**config.mk**
```make
export PLATFORM = sky130hd
export DESIGN_NAME = alu_exec_stage
export DESIGN_NICKNAME = d
export VERILOG_FILES = /design/src/rtl/alu_pkg.sv /design/src/rtl/alu.sv /design/src/rtl/alu_exec_stage.sv
export SDC_FILE = /design/constraint.sdc
export NUM_CORES = 1
export LEC_CHECK = 0
export BUFFER_PORTS_ARGS = -buffer_cell sky130_fd_sc_hd__buf_4
export CAP_MARGIN = 0
export CELL_PAD_IN_SITES_DETAIL_PLACEMENT = 2
export CELL_PAD_IN_SITES_GLOBAL_PLACEMENT = 2
export CORE_MARGIN = 4
export CORE_UTILIZATION = 25
export DETAILED_ROUTE_END_ITERATION = 8
export HOLD_SLACK_MARGIN = 0.12
export PLACE_DENSITY_LB_ADDON = 0.08
export SYNTH_ARGS = -nofsm -noshare
export SYNTH_HDL_FRONTEND = slang
export SYNTH_SLANG_ARGS = --single-unit
```
**constraint.sdc**
```tcl
create_clock -name clk -period 7.7 [get_ports clk]
set_input_delay 0.385 -clock clk [delete_from_list [all_inputs] [get_ports clk]]
set_output_delay 0.385 -clock clk [all_outputs]
set_load 0.02 [all_outputs]
```
**src/rtl/alu_pkg.sv**
```systemverilog
// -----------------------------------------------------------------------------
// alu_pkg
// Shared types for the ALU and its execute-stage wrapper.
//   alu_op_t    : operation code presented to the alu.
//   alu_flags_t : packed {zero, overflow, negative} flag bundle for a result.
// -----------------------------------------------------------------------------
package alu_pkg;

    typedef enum logic [3:0] {
        ALU_ADD  = 4'd0,
        ALU_SUB  = 4'd1,
        ALU_AND  = 4'd2,
        ALU_OR   = 4'd3,
        ALU_XOR  = 4'd4,
        ALU_SLL  = 4'd5,
        ALU_SRL  = 4'd6,
        ALU_SRA  = 4'd7,
        ALU_SLT  = 4'd8,
        ALU_SLTU = 4'd9
    } alu_op_t;

    typedef struct packed {
        logic zero;
        logic overflow;
        logic negative;
    } alu_flags_t;

endpackage

```
**src/rtl/alu.sv**
```systemverilog
// -----------------------------------------------------------------------------
// alu
// Purely combinational arithmetic/logic unit.
// Ports:
//   opcode   in  alu_op_t  operation select
//   in0      in  WIDTH     first operand
//   in1      in  WIDTH     second operand (shift amount is in1[4:0])
//   result   out WIDTH     operation result
//   zero     out 1         result == 0
//   overflow out 1         signed overflow of ADD/SUB, 0 for all other ops
//   negative out 1         result MSB
// -----------------------------------------------------------------------------
module alu
    import alu_pkg::*;
#(
    parameter int WIDTH = 32
) (
    input  alu_op_t          opcode,
    input  logic [WIDTH-1:0] in0,
    input  logic [WIDTH-1:0] in1,
    output logic [WIDTH-1:0] result,
    output logic             zero,
    output logic             overflow,
    output logic             negative
);

    logic signed [WIDTH-1:0] w_s0;
    logic signed [WIDTH-1:0] w_s1;
    logic        [WIDTH-1:0] w_sum;
    logic        [WIDTH-1:0] w_diff;
    logic        [4:0]       w_shamt;

    assign w_s0    = in0;
    assign w_s1    = in1;
    assign w_sum   = in0 + in1;
    assign w_diff  = in0 - in1;
    assign w_shamt = in1[4:0];

    always_comb begin
        result   = '0;
        overflow = 1'b0;
        case (opcode)
            ALU_ADD: begin
                result   = w_sum;
                // Same-sign operands producing an opposite-sign sum.
                overflow = (in0[WIDTH-1] == in1[WIDTH-1]) &&
                           (w_sum[WIDTH-1] != in0[WIDTH-1]);
            end
            ALU_SUB: begin
                result   = w_diff;
                // Opposite-sign operands where the difference takes in1's sign.
                overflow = (in0[WIDTH-1] != in1[WIDTH-1]) &&
                           (w_diff[WIDTH-1] != in0[WIDTH-1]);
            end
            ALU_AND:  result = in0 & in1;
            ALU_OR:   result = in0 | in1;
            ALU_XOR:  result = in0 ^ in1;
            ALU_SLL:  result = in0 << w_shamt;
            ALU_SRL:  result = in0 >> w_shamt;
            ALU_SRA:  result = w_s0 >>> w_shamt;
            ALU_SLT:  result = {{(WIDTH-1){1'b0}}, (w_s0 < w_s1)};
            ALU_SLTU: result = {{(WIDTH-1){1'b0}}, (in0 < in1)};
            default:  result = '0;
        endcase
    end

    assign zero     = (result == '0);
    assign negative = result[WIDTH-1];

endmodule

```
**src/rtl/alu_exec_stage.sv**
```systemverilog
// -----------------------------------------------------------------------------
// alu_exec_stage
// Two-stage valid/ready execute pipeline around the alu. S1 registers the
// operation and operands, the alu executes between S1 and S2, S2 registers the
// result and flags for writeback. Either operand may be replaced by the result
// of the previously executed op (in-order forwarding, no stall). A sticky
// overflow bit records any executed overflow until software clears it.
// Ports:
//   clk, rst_n                     clock, asynchronous active-low reset
//   in_valid/in_ready              upstream handshake
//   in_op, in_a, in_b              operation and operands
//   in_fwd_a, in_fwd_b             take operand from the previous result
//   out_valid/out_ready            downstream handshake
//   out_result                     registered alu result
//   out_zero/overflow/negative     registered flags of out_result
//   ovf_sticky, clr_sticky         sticky overflow status and its clear
// -----------------------------------------------------------------------------
module alu_exec_stage
    import alu_pkg::*;
#(
    parameter int WIDTH = 32
) (
    input  logic             clk,
    input  logic             rst_n,
    input  logic             in_valid,
    output logic             in_ready,
    input  alu_op_t          in_op,
    input  logic [WIDTH-1:0] in_a,
    input  logic [WIDTH-1:0] in_b,
    input  logic             in_fwd_a,
    input  logic             in_fwd_b,
    output logic             out_valid,
    input  logic             out_ready,
    output logic [WIDTH-1:0] out_result,
    output logic             out_zero,
    output logic             out_overflow,
    output logic             out_negative,
    output logic             ovf_sticky,
    input  logic             clr_sticky
);

    // S1 operand register
    alu_op_t          r_op_p1;
    logic [WIDTH-1:0] r_a_p1;
    logic [WIDTH-1:0] r_b_p1;
    logic             r_fwd_a_p1;
    logic             r_fwd_b_p1;
    logic             r_vld_p1;

    // S2 output register
    logic [WIDTH-1:0] r_result_p2;
    alu_flags_t       r_flags_p2;
    logic             r_vld_p2;

    logic [WIDTH-1:0] r_last_result;
    logic             r_ovf_sticky;

    logic             w_s2_free;
    logic             w_adv;
    logic             w_accept;
    logic [WIDTH-1:0] w_in0;
    logic [WIDTH-1:0] w_in1;
    logic [WIDTH-1:0] w_result;
    alu_flags_t       w_flags;

    assign w_s2_free = !r_vld_p2 || out_ready;
    assign w_adv     = r_vld_p1 && w_s2_free;
    // Depends only on state, out_ready and reset; never on in_valid.
    assign in_ready  = rst_n && (!r_vld_p1 || w_s2_free);
    assign w_accept  = in_valid && in_ready;

    // S1 control
    always_ff @(posedge clk or negedge rst_n) begin
        if (!rst_n) begin
            r_vld_p1 <= 1'b0;
        end else if (w_accept) begin
            r_vld_p1 <= 1'b1;
        end else if (w_adv) begin
            r_vld_p1 <= 1'b0;
        end
    end

    // S1 data: only consumed while r_vld_p1 is set, so it needs no reset.
    always_ff @(posedge clk) begin
        if (w_accept) begin
            r_op_p1    <= in_op;
            r_a_p1     <= in_a;
            r_b_p1     <= in_b;
            r_fwd_a_p1 <= in_fwd_a;
            r_fwd_b_p1 <= in_fwd_b;
        end
    end

    // Execute: S1 -> alu -> S2
    assign w_in0 = r_fwd_a_p1 ? r_last_result : r_a_p1;
    assign w_in1 = r_fwd_b_p1 ? r_last_result : r_b_p1;

    alu #(
        .WIDTH (WIDTH)
    ) u_alu (
        .opcode   (r_op_p1),
        .in0      (w_in0),
        .in1      (w_in1),
        .result   (w_result),
        .zero     (w_flags.zero),
        .overflow (w_flags.overflow),
        .negative (w_flags.negative)
    );

    // S2 register, forwarding source and sticky status
    always_ff @(posedge clk or negedge rst_n) begin
        if (!rst_n) begin
            r_vld_p2      <= 1'b0;
            r_result_p2   <= '0;
            r_flags_p2    <= '0;
            r_last_result <= '0;
            r_ovf_sticky  <= 1'b0;
        end else begin
            if (w_adv) begin
                r_vld_p2      <= 1'b1;
                r_result_p2   <= w_result;
                r_flags_p2    <= w_flags;
                r_last_result <= w_result;
            end else if (out_ready) begin
                r_vld_p2 <= 1'b0;
            end

            // Set has priority over a same-cycle clear.
            if (w_adv && w_flags.overflow) begin
                r_ovf_sticky <= 1'b1;
            end else if (clr_sticky) begin
                r_ovf_sticky <= 1'b0;
            end
        end
    end

    assign out_valid    = r_vld_p2;
    assign out_result   = r_result_p2;
    assign out_zero     = r_flags_p2.zero;
    assign out_overflow = r_flags_p2.overflow;
    assign out_negative = r_flags_p2.negative;
    assign ovf_sticky   = r_ovf_sticky;

endmodule

```
==> impl_results.md, run 1 <==
* Avg Inst Size Synth at 7.896 sq um
* Max_cap viols at 0
* Top-count cell post-synth: nor2_1
* EDFF count, synth at 70
* Post-route cell area at 15650 sq um
* Yosys warnings at 0
* Synth-to-layout area growth at 14.45%
* Routed WL at 88270 um
* Combinational Power Share at 0.742
* H-tree depth at 3
* Synth top area share at 0.1537
* # clock sinks at 107
* Chip width at 241.9 um
* Drt pass-1 iters at 5
* Xor and xnor area share after synthesis at 0.009607
* Worst-skew pair later-pin latency at 410 ps
* Clock root buffer: clkbuf_16
* Reg area at 3028 sq um
* Clock-pin slew on the worst setup and hold paths at 90 ps
* CP Capture Point: out_zero
* Starting density of the core at 0.2531
* Critical path class: reg2reg
* Switch Pwr at 3144 uW
* Core Util, Final at 0.2897
* Iteration-0 DRC Markers at 1451
* Reg2reg end: out_zero
* GRT Util Overall at 0.2901
* Total power at 5273 uW
* Routed len/inst at 35.45 um
* Unrepaired setup endpoints after global routing: no
* Setup Skew at 20.09 ps
* Critical path origin: r_fwd_a_p1
* First-pass GRT wire length at 125000 um
* Worst vdd ir at 125.5 uV
* Filler Cells Inserted at 6246
* Clk buf depth at 2
* Compound-gate portion of the synthesized area at 0.3010
* Primary FF master, synth: edfxtp_1
* Vias per cell at 6.333
* P_leak at 0.006349 uW
* Synth unique cells at 91
* Sequential Power Share at 0.159
* Final hold slack at 143.4 ps
* Antenna violations before repair at 4
* Mapped Cells at 1732
* Largest cells by area after synthesis: edfxtp_1 (15%), ha_1 (9.0%), mux2i_1 (8.6%)
* List of most frequent post-synthesis cells: nor2_1 (176), nand2_1 (166), mux2i_1 (117)
* Die height at 241.9 um
* Layout Nets at 1963
* Ports at 113
* Status: finished, final reports clean
* Ys async rst share at 0.3458
* Fin crit share at 0.8753
* Sequential area share after synthesis at 0.2214
* Internal at 2129 uW
* Clock share of power at 0.099
* DP Wirelength at 68570 um
* Register-to-Register Path Depth at 15
* Routability cong. at 1.003
* Worst EP arrival at 7060 ps
* Post-Synthesis Cell Area at 13680 sq um
* Post-cts repair resize count at 0
* Pin count of the biggest net entering global routing at 56
* Post-Synth Simple-Gate Area at 0.1779
* Post-synthesis adder-cell area fraction at 0.09259
* Fin crit period at 6740 ps
* Final Hold Viols at 0
* Largest family of logic cells by synthesized area: compound AO/OA/AOI/OAI gates
* CP endpoint kind: register
* GR Overflow Total at 0
* R2R Setup Slk at 960 ps
* Hold crit path type: in2reg
* Slew Viols, Final at 0
* PD cells at 336.9 nW/um^2
* Mapped Nets at 1907
* Least-Margin Pin Slew at 1166 ps
* Seq cells post-synth at 107
* DRC Markers at 0
* Multiplexer share of the synthesized area at 0.1294
* Vias in the first global route at 16050
* Switching part of the total at 0.5963
* Multi-input logic area at 9788 sq um
* Relative slew margins at 0.2195
* Area of the die at 58510 sq um
* Std-Cell Rows at 85
* DR vias at 15770
* Crit path required time at 8020 ps
* Post-DP Area at 15340 sq um
* R2R Path Start: r_fwd_a_p1
* Num CTS Buffers at 9
* Critical Path Source Type: register
* Final ANT Viol Nets at 0
* PortBufs at 112
* Largest area contributor in the netlist: edfxtp_1
* Fmax at 148.4 MHz
* Layout cells sized above 1 at 0.1461
* CTS tree: yes
* Max Fanout on Critical Path at 22
* Core area at 54030 sq um
* Final setup viols at 0
==> final cells by class <==
cell class / count / area share
antenna: 1 / 0.0001599
multi-input combinational: 1404 / 0.6254
timing repair buffer: 170 / 0.08330
clock inverter: 5 / 0.003997
clock buffer: 11 / 0.01487
inverter: 96 / 0.02318
tap: 696 / 0.05564
sequential: 107 / 0.1935
==> how the worst min path moves through the flow <==
stage | endpoint | cells after the start | from
floorplan | out_negative | 0 | rst_n
global placement | out_zero | 1 | rst_n
detailed placement | out_negative | 1 | rst_n
CTS | r_b_p1[2] | 1 | in_b[2]
global route | r_b_p1[2] | 1 | in_b[2]
finish | r_a_p1[26] | 1 | in_a[26]
==> cells in the final DEF (no fill, tap or decap), types with 52 or more instances in the layout <==
master	count
nor2_1	175
buf_4	167
nand2_1	166
o21ai_0	116
mux2i_1	114
a21oi_1	114
ha_1	98
inv_1	79
edfxtp_1	70
nor3_1	52
==> power groups by stage <==
stage | Combinational [uW] | Sequential (uW) | Clock [uW]
after global routing | 4100 | 853 | 556
after detailed placement | 3770 | 851 | 0
after global placement | 3750 | 854 | 0
final | 3910 | 839 | 522
after CTS | 3790 | 840 | 546
after floorplan | 2190 | 883 | 0
==> cell families (layout without fill, tap and decap cells) <==
kind of cell    Yosys count  count (layout)
xor+xnor                 15              15
buf+inv                 221             282
compound gates          600             600
simple gates            534             534
mux                     155             155
fa+ha+maj               100             100
other cells               0               1
flops                   107             107
==> metrics by stage <==
| stage | TNS (ps) | std cells | setup WS, ps |
|---|---|---|---|
| floorplan | 0 | 1732 | 2320 |
| finish | 0 | 2490 | 960.0 |
| detailed placement | 0 | 2472 | 1030 |
| global route | 0 | 2490 | 647.9 |
| CTS | 0 | 2489 | 990.4 |
| global placement | -443.5 | 2471 | -443.5 |
==> state kept, by name, summed over array words and instances (netlist names), 4 cells and up <==
signal,count
r_b_p1,32
r_last_result,31
r_op_p1,4
r_a_p1,32
==> critical path, stage by stage (launching register included) <==
cell and delay [ps]:
edfxtp_1 360, buf_4 500, mux2i_1 970, inv_1 380
ha_1 350, a21oi_1 260, o21a_1 260, nor4_1 100
a211oi_1 480, o21ai_0 170, a2111oi_0 910, o211ai_1 320
nor4_1 430, nand4bb_1 200, or4_1 600, o41ai_2 300
==> per-layer routing <==
metal / wire (um) / global-route usage / vias to the layer above
met1: 40310 / 0.4148 / 8203
met3: 6626 / 0.04907 / 144
met4: 3290 / 0.1016 / 2
met5: 14 / 0 / -
li1: - / - / 6696
met2: 38030 / 0.4406 / 723
==> timing repair <==
item                      CTS  global route
setup buffers               0             0
hold buffers                1             0
hold endpoints to repair   12             0
Power figures use the tool's default switching activity.
==> inputs of run 2 (changes only) <==
Settings changed: GPL_TIMING_DRIVEN set to 0, MAX_ROUTING_LAYER set to met4.
==> run 2 against run 1 <==
Compared with the run above:
- the flow now finishes with violations (capacitance limit, slew limit)
- global-route usage rose by 3.8 points
- total power up 4.1%
- first-iteration DRC count grew 13%
- critical path depth is 7 higher
- via count increased by 1.4%
- maximum frequency shrank 12%
- critical path type unchanged
- largest power group unchanged
- highest routed layer is now met4
==> impl_results.md, run 2 (same netlist as run 1, synthesis figures left out) <==
* Status: complete, but fails checks
* Violated checks: capacitance limit, slew limit
* CP endpoint kind: register
* Worst EP arrival at 7960 ps
* Critical path class: reg2reg
* # clock sinks at 107
* Hold crit path type: in2reg
* Chip width at 241.9 um
* R2R Path Start: r_fwd_b_p1
* Routability cong. at 1.007
* Std-Cell Rows at 85
* Drt pass-1 iters at 6
* Relative slew margins at -0.03616
* Num CTS Buffers at 9
* Core area at 54030 sq um
* Final ANT Viol Nets at 0
* Die height at 241.9 um
* Register-to-Register Path Depth at 22
* Fmax at 130.6 MHz
* Worst path cell trace: buf_6 -> mux2i_4 -> inv_4 -> buf_6 -> buf_2 -> clkbuf_4 -> buf_4 -> ha_1 -> inv_1 -> fa_1 -> nand2b_1 -> a2111o_1 -> a211oi_1 -> o22ai_1 -> o21ai_1 -> a21oi_1 -> o31a_1 -> mux2i_1 -> o211ai_1 -> or4_1 -> or4_1 -> o41ai_2
* Pin count of the biggest net entering global routing at 47
* Critical path origin: r_fwd_b_p1
* Worst vdd ir at 111.8 uV
* Max Fanout on Critical Path at 11
* Reg area at 3028 sq um
* Final setup viols at 0
* Setup Skew at 12.91 ps
* Reg2reg end: out_zero
* Antenna violations before repair at 7
* DP Worst Slack at -704.0 ps
* Vias per cell at 6.242
* Slew Viols, Final at 7
* Crit-path leading delay family: compound AO/OA/AOI/OAI gates
* Vias in the first global route at 16440
* PD cells at 345.8 nW/um^2
* CP max stage delay at 670 ps
* Iteration-0 DRC Markers at 1638
* Final Hold Viols at 0
* Filler Cells Inserted at 6253
* Clock-pin slew on the worst setup and hold paths at 80 ps
* Setup ws final at 44.05 ps
* Critical path buffers and inverters at 7
* First-pass GRT wire length at 133400 um
* Core Util, Final at 0.2937
* Clk buf depth at 2
* Path length in cells of the critical path at 22
* Multi-input logic area at 9774 sq um
* R2R Setup Slk at 40 ps
* Layout Nets at 2034
* Most common cell after layout, fill and taps aside: nor2_1
* Clock root buffer: clkbuf_16
* Starting density of the core at 0.2531
* Routed len/inst at 37.70 um
* Fin crit period at 7656 ps
* PortBufs at 112
* DR vias at 15990
* Ports at 113
* DP Wirelength at 78520 um
* DRC Markers at 0
* Least-Margin Pin Slew at 1511 ps
* Synth-to-layout area growth at 16.05%
* Largest regs: r_a_p1 (32), r_b_p1 (32), r_last_result (31)
* P_leak at 0.006398 uW
* CTS tree: yes
* Most frequent cells in the layout: nor2_1 (176), nand2_1 (166), buf_4 (117)
* Worst-skew pair later-pin latency at 400 ps
* Crit path required time at 8000 ps
* Routed WL at 96560 um
* Layout cells sized above 1 at 0.1330
* Max_cap viols at 1
* GRT Util Overall at 0.3278
* CP Capture Point: out_zero
* H-tree depth at 3
* CP max stage cell: or4_1
* Worst Hold Depth at 1
* Critical Path Source Type: register
* Fin crit share at 0.9943
* GR Overflow Total at 0
* Area of the die at 58510 sq um
==> run 2: cell count changes in the layout (fill, tap and decap cells not counted), sizes merged <==
cell           before  now
buf               169  161
bufinv              1    3
clkbuf             11   90
clkdlybuf4s15       0    1
clkinv              4    2
clkinvlp            1    0
==> run 2: timing repair <==
action	CTS	global route
setup endpoints to repair	1	1
hold buffers	1	0
endpoints found under the hold margin	37	0
resized for setup	7	9
setup buffers	0	0
==> run 2: cell type report <==
type	instances	area share
sequential	107	0.1908
clock inverter	4	0.006228
buffer	123	0.03674
antenna	1	0.0001577
inverter	96	0.02286
timing repair buffer	118	0.05755
tap	696	0.05487
multi-input combinational	1404	0.6159
clock buffer	12	0.01490
==> run 2: metal layers <==
layer	part of all wire	up-vias	wire length, um	track usage
met2	0.43	716	41880	0.4925
met1	0.45	8252	43750	0.4358
met4	0.053	0	5114	0.1427
li1	-	6823	-	-
met3	0.060	195	5809	0.05328
met5	0	-	0	-
==> run 2: worst min-delay path by stage <==
stage	start	to
3_3_place_gp	rst_n	r_last_result[30]
5_1_grt	in_b[3]	r_b_p1[3]
2_1_floorplan	rst_n	out_negative
4_1_cts	in_b[10]	r_b_p1[10]
6_report	in_b[10]	r_b_p1[10]
3_5_place_dp	rst_n	r_last_result[30]
==> run 2: worst reg2reg max path, stage by stage, from the launching register on <==
cell and delay (ps):
edfxtp_1 380, buf_6 170, mux2i_4 310, inv_4 260, buf_6 240, buf_2 430
clkbuf_4 390, buf_4 310, ha_1 330, inv_1 100, fa_1 470, nand2b_1 190
a2111o_1 470, a211oi_1 310, o22ai_1 240, o21ai_1 300, a21oi_1 240, o31a_1 350
mux2i_1 160, o211ai_1 330, or4_1 670, or4_1 580, o41ai_2 320
==> run 2: where the power goes <==
| group | switching (uW) | leakage [uW] | internal [uW] |
|---|---|---|---|
| clock | 245 | 0.000161 | 320 |
| combinational | 2940 | 0.00511 | 1160 |
| sequential | 115 | 0.00113 | 704 |
| total | 3310 | 0.00640 | 2180 |
==> run 2: metrics by stage <==
| stage | total power (uW) | setup TNS, ps | instances | hold slack, ps | instance area (sq um) |
|---|---|---|---|---|---|
| final | 5488 | 0 | 2561 | 150.2 | 15870 |
| after global routing | 5741 | -2.831 | 2561 | 132.0 | 15870 |
| after CTS | 5400 | 0 | 2561 | 123.1 | 15860 |
| after detailed placement | 4797 | -704.0 | 2545 | 470.7 | 15480 |
| after global placement | 4764 | -3630 | 2540 | 458.9 | 15390 |
| after floorplan | 3078 | 0 | 1732 | 89.41 | 13680 |
